### src/rtl/simon_player_io.sv
// rtl/simon_player_io.sv - Simon player button front end: synchronise, debounce, press FSM, lamp driver
// Optional feature macro: SIMON_PLAYER_IO_GAMEOVER_BLINK_EN (blink all lamps while gameOver is high)
module simon_player_io #(
    parameter int DEBOUNCE = 3,
    parameter int ECHO     = 15
) (
    input  logic       clk,
    input  logic       reset,
    input  logic [3:0] btn,
    input  logic       simonTurn,
    input  logic [1:0] simonNum,
    input  logic       simonPressed,
    input  logic       gameOver,
    output logic [1:0] playerNum,
    output logic       playerPressed,
    output logic       multiPress,
    output logic [3:0] led
);
    typedef enum logic [1:0] {LOCKED = 2'd0, ARMED = 2'd1, HELD = 2'd2} state_e;

    state_e          state_q, state_d;
    logic [3:0]      sync1_q, sync2_q, deb_q, deb_d;
    logic [3:0][3:0] cnt_q, cnt_d;
    logic            boot_q, rdy_q, rdy_d;
    logic [5:0]      echo_q, echo_d;
    logic [1:0]      num_q, num_d;
    logic            pressed_q, pressed_d, multi_q, multi_d;
    logic [3:0]      led_q, led_d;
    logic            block, single;
`ifdef SIMON_PLAYER_IO_GAMEOVER_BLINK_EN
    logic [3:0]      blink_cnt_q, blink_cnt_d;
    logic            blink_on_q, blink_on_d;
`endif

    function automatic logic [1:0] encode(input logic [3:0] v);
        case (v)
            4'b0010: encode = 2'd1;
            4'b0100: encode = 2'd2;
            4'b1000: encode = 2'd3;
            default: encode = 2'd0;
        endcase
    endfunction

    assign block  = simonTurn | gameOver;
    assign single = (deb_q != 4'd0) && ((deb_q & (deb_q - 4'd1)) == 4'd0);

    always_ff @(posedge clk or negedge reset) begin
        if (!reset) begin
            sync1_q   <= '0;
            sync2_q   <= '0;
            deb_q     <= '0;
            cnt_q     <= '0;
            boot_q    <= 1'b0;
            rdy_q     <= 1'b0;
            state_q   <= LOCKED;
            echo_q    <= '0;
            num_q     <= '0;
            pressed_q <= 1'b0;
            multi_q   <= 1'b0;
            led_q     <= '0;
        end else begin
            sync1_q   <= btn;
            sync2_q   <= sync1_q;
            deb_q     <= deb_d;
            cnt_q     <= cnt_d;
            boot_q    <= 1'b1;
            rdy_q     <= rdy_d;
            state_q   <= state_d;
            echo_q    <= echo_d;
            num_q     <= num_d;
            pressed_q <= pressed_d;
            multi_q   <= multi_d;
            led_q     <= led_d;
        end
    end

`ifdef SIMON_PLAYER_IO_GAMEOVER_BLINK_EN
    always_ff @(posedge clk or negedge reset) begin
        if (!reset) begin
            blink_cnt_q <= '0;
            blink_on_q  <= 1'b1;
        end else begin
            blink_cnt_q <= blink_cnt_d;
            blink_on_q  <= blink_on_d;
        end
    end
`endif

    always_comb begin
        deb_d = deb_q;
        cnt_d = cnt_q;
        for (int i = 0; i < 4; i++) begin
            if (sync2_q[i] != deb_q[i]) begin
                if (cnt_q[i] == 4'(DEBOUNCE - 1)) begin
                    deb_d[i] = sync2_q[i];
                    cnt_d[i] = 4'd0;
                end else begin
                    cnt_d[i] = cnt_q[i] + 4'd1;
                end
            end else begin
                cnt_d[i] = 4'd0;
            end
        end
    end

    // A button still held through reset must drain out of the pipeline before arming.
    assign rdy_d = rdy_q | (boot_q && sync1_q == 4'd0 && sync2_q == 4'd0 && deb_q == 4'd0);

    always_comb begin
        state_d = state_q;
        if (block) begin
            state_d = LOCKED;
        end else begin
            case (state_q)
                LOCKED:  if (rdy_q && deb_q == 4'd0) state_d = ARMED;
                ARMED:   if (deb_q != 4'd0) state_d = HELD;
                HELD:    if (deb_q == 4'd0) state_d = ARMED;
                default: state_d = LOCKED;
            endcase
        end
    end

    always_comb begin
        pressed_d = 1'b0;
        multi_d   = 1'b0;
        num_d     = num_q;
        if (!block && state_q == ARMED && deb_q != 4'd0) begin
            if (single) begin
                pressed_d = 1'b1;
                num_d     = encode(deb_q);
            end else begin
                multi_d = 1'b1;
            end
        end
    end

    always_comb begin
        echo_d = echo_q;
        if (block)                echo_d = 6'd0;
        else if (pressed_d)       echo_d = 6'(ECHO);
        else if (echo_q != 6'd0)  echo_d = echo_q - 6'd1;
    end

    always_comb begin
        led_d = 4'b0000;
`ifdef SIMON_PLAYER_IO_GAMEOVER_BLINK_EN
        blink_cnt_d = 4'd0;
        blink_on_d  = 1'b1;
`endif
        if (gameOver) begin
`ifdef SIMON_PLAYER_IO_GAMEOVER_BLINK_EN
            led_d = blink_on_q ? 4'b1111 : 4'b0000;
            if (blink_cnt_q == 4'd14) begin
                blink_cnt_d = 4'd0;
                blink_on_d  = ~blink_on_q;
            end else begin
                blink_cnt_d = blink_cnt_q + 4'd1;
                blink_on_d  = blink_on_q;
            end
`else
            led_d = 4'b0000;
`endif
        end else if (simonTurn) begin
            if (simonPressed) led_d = 4'b0001 << simonNum;
        end else if (echo_q != 6'd0) begin
            led_d = 4'b0001 << num_q;
        end
    end

    assign playerNum     = num_q;
    assign playerPressed = pressed_q;
    assign multiPress    = multi_q;
    assign led           = led_q;
endmodule
### config.mk
export PLATFORM = sky130hd
export DESIGN_NAME = simon_player_io
export DESIGN_NICKNAME = d
export VERILOG_FILES = /design/src/rtl/simon_player_io.sv
export SDC_FILE = /design/constraint.sdc
export NUM_CORES = 1
export LEC_CHECK = 0
export ABC_AREA = 1
export BUFFER_PORTS_ARGS = -buffer_cell sky130_fd_sc_hd__buf_2
export CORE_UTILIZATION = 55
export DETAILED_ROUTE_END_ITERATION = 16
export PLACE_DENSITY = 0.75
export REMOVE_ABC_BUFFERS = 1
export SLEW_MARGIN = 20
export SYNTH_ARGS = -nofsm -noshare
export SYNTH_HDL_FRONTEND = slang
export SYNTH_SLANG_ARGS = --single-unit
### constraint.sdc
create_clock -name clk -period 2.4 [get_ports clk]
set_clock_uncertainty 0.15 [all_clocks]
set_input_delay 0.48 -clock clk [delete_from_list [all_inputs] [get_ports clk]]
set_output_delay 0.48 -clock clk [all_outputs]
set_load 0.05 [all_outputs]
==> impl_metrics.json <==
{
  "gr-total-overflow": 0,
  "ys.flop_type": "dfrtp_1",
  "crit_family": "simple AND/OR/NAND/NOR gates",
  "p_per_area_mw_per_mm2": 1010,
  "place_congestion": 0.779,
  "yosys-top-cells-area": "dfrtp_1 (56%), nand2_1 (7.3%), nor2_1 (6.7%)",
  "r2r_cells": 9,
  "synth_edf_count": 0,
  "relSlewSlack": 0.560,
  "finalWorstSetupSlack_ns": 0.757,
  "cts_setup_buffers": 0,
  "cp.required_ns": 2.44,
  "die_w_um": 63.3,
  "reg2reg_to": "echo_q[4]$_DFFE_PN0P_",
  "antenna_found_initial": 0,
  "final_util": 0.665,
  "instances_no_fill": 295,
  "status": "completed",
  "start_kind": "register",
  "clk_pin_slew_ns": 0.08,
  "ys_seq_area_frac": 0.557,
  "drv_slew": 0,
  "syn_to_final_growth_pct": 11.6,
  "async_reset_ff_frac": 1.00,
  "wl_mm": 3.17,
  "yosysWarningCount": 0,
  "p_leak_nw": 1.24,
  "root_buffer": "clkbuf_8",
  "syn_area_mm2": 0.00207,
  "rows": 21,
  "cts_buffers": 5,
  "r2r_slack_ns": 0.76,
  "cts.path.max_buffers": 2,
  "synth_commonest_cells": "dfrtp_1 (46), nand2_1 (40), nor2_1 (37)",
  "initial_utilization": 0.596,
  "synthCells": 222,
  "io_pins": 19,
  "post_cts_resized": 0,
  "io_buffers": 18,
  "viasPerCell": 4.91,
  "period_share": 0.685,
  "dieArea_mm2": 0.00401,
  "synthMostInstantiatedCell": "dfrtp_1",
  "dp_cells": 288,
  "finalHoldViolCount": 0,
  "ctsHoldBuffers": 0,
  "cpPeakStageDelay_ns": 0.39,
  "finalCriticalPeriod_ns": 1.64,
  "setup_viol": 0,
  "n_fill_cell": 301,
  "worstPathCellList": "inv_1 > ha_1 > inv_1 > nor2_1 > nand3_2 > nand2_1 > inv_1 > nand2_2 > nor2_1",
  "htree_levels": 2,
  "via_count": 1447,
  "yosysUniqueCellTypes": 23,
  "maxClockFrequency_mhz": 609,
  "wl_per_cell_um": 10.8,
  "tns_ns": 0,
  "ir_drop_mv": 0.531,
  "maxCapViolCount": 0,
  "post-route-drc-count": 0,
  "cp-end-kind": "register",
  "worstPathMaxFanout": 7,
  "grt_pass1_vias": 1419,
  "drtPass1Iterations": 4,
  "first_iter_violations": 102,
  "cts_tree": "yes",
  "die_y_um": 63.3,
  "r2r-start": "echo_q[0]$_DFFE_PN0P_",
  "yosysTopAreaCellShare": 0.557,
  "grt_max_degree": 32,
  "hold_path_class": "in -> async",
  "hold_slack_ns": 0.0658,
  "cts_num_sinks": 46,
  "clk_latency_ns": 0.29,
  "core_area_mm2": 0.00347,
  "ys_seq_elements": 46,
  "arrival_ns": 1.68,
  "yosysTopAreaCell": "dfrtp_1",
  "grt_pass1_wl_mm": 5.90,
  "cp_common_cell": "inv_1",
  "drive_above_1_share": 0.137,
  "grt_usage": 0.193,
  "diodes": 0,
  "fin_nets": 268,
  "place_ws_ns": 0.793,
  "antenna_left": 0,
  "hpwlAfterDp_mm": 2.42,
  "cpMaxStageDelayCell": "dfrtp_1",
  "tightest_slew_ns": 0.660,
  "path_class": "reg -> reg",
  "rsz0062_at_grt": "no",
  "cp.buffers_inverters": 3,
  "avgSynthCellArea_um2": 9.32
}
per-layer routing:
| layer | up-vias | track usage | part of all wire |
|---|---|---|---|
| li1 | 754 | - | - |
| met2 | 27 | 0.322 | 0.48 |
| met4 | 0 | 0.0852 | 0.019 |
| met1 | 658 | 0.239 | 0.46 |
| met3 | 8 | 0.0435 | 0.035 |
| met5 | - | 0 | 0 |
sequential cells by signal (all words and copies together) (netlist names):
| name | cells |
|---|---|
| rdy_q | 1 |
| sync2_q | 4 |
| echo_q | 6 |
| state_q | 2 |
| multiPress | 1 |
| playerPressed | 1 |
| deb_q | 4 |
| cnt_q | 16 |
| sync1_q | 4 |
| led | 4 |
| playerNum | 2 |
| boot_q | 1 |
per-stage QoR:
stage          total power (W)  cell area (um2)
2_1_floorplan          0.00173             2070
3_3_place_gp           0.00189             2230
3_5_place_dp           0.00192             2230
4_1_cts                0.00235             2310
5_1_grt                0.00255             2310
6_report               0.00232             2310
cell families after synthesis:
kind of cell / Yosys count / share of synthesized area
and+or+nand+nor: 114 / 0.258
DFF: 46 / 0.557
buffers and inverters: 26 / 0.0472
AOI/OAI and AO/OA: 16 / 0.0411
xor gates and xnor gates: 11 / 0.0466
adders and majority gates: 8 / 0.0484
other: 1 / 0.00181
cells in the final DEF (no fill, tap or decap), types with 6 or more instances in the layout:
master	count
buf_2	18
a21oi_1	8
nand2_1	40
xnor2_1	6
inv_1	26
ha_1	8
nor2_1	37
nand3_1	20
dfrtp_1	46
final cells by class:
type | instances | area, um2 | area share
multi-input combinational | 150 | 820 | 0.355
inverter | 26 | 97.6 | 0.0423
timing repair buffer | 20 | 105 | 0.0456
clock buffer | 7 | 76.3 | 0.0331
tap | 46 | 57.6 | 0.0249
sequential | 46 | 1150 | 0.499
where the power goes:
group          switching, W  internal (W)  total [W]
sequential         0.000149      0.000934    0.00108
combinational      0.000515      0.000302   0.000816
clock              0.000223      0.000200   0.000423
worst max-delay path by stage:
stage	start	to	slack, ns	cells past startpoint
2_1_floorplan	echo_q[0]$_DFFE_PN0P_	echo_q[4]$_DFFE_PN0P_	0.93	9
3_3_place_gp	echo_q[0]$_DFFE_PN0P_	echo_q[4]$_DFFE_PN0P_	0.86	9
3_5_place_dp	echo_q[0]$_DFFE_PN0P_	echo_q[4]$_DFFE_PN0P_	0.79	9
4_1_cts	playerNum[0]$_DFFE_PN0P_	playerNum[0]	0.75	1
5_1_grt	echo_q[0]$_DFFE_PN0P_	echo_q[3]$_DFFE_PN0P_	0.58	9
6_report	echo_q[0]$_DFFE_PN0P_	echo_q[4]$_DFFE_PN0P_	0.76	9
(Power assumes the default switching activity.)
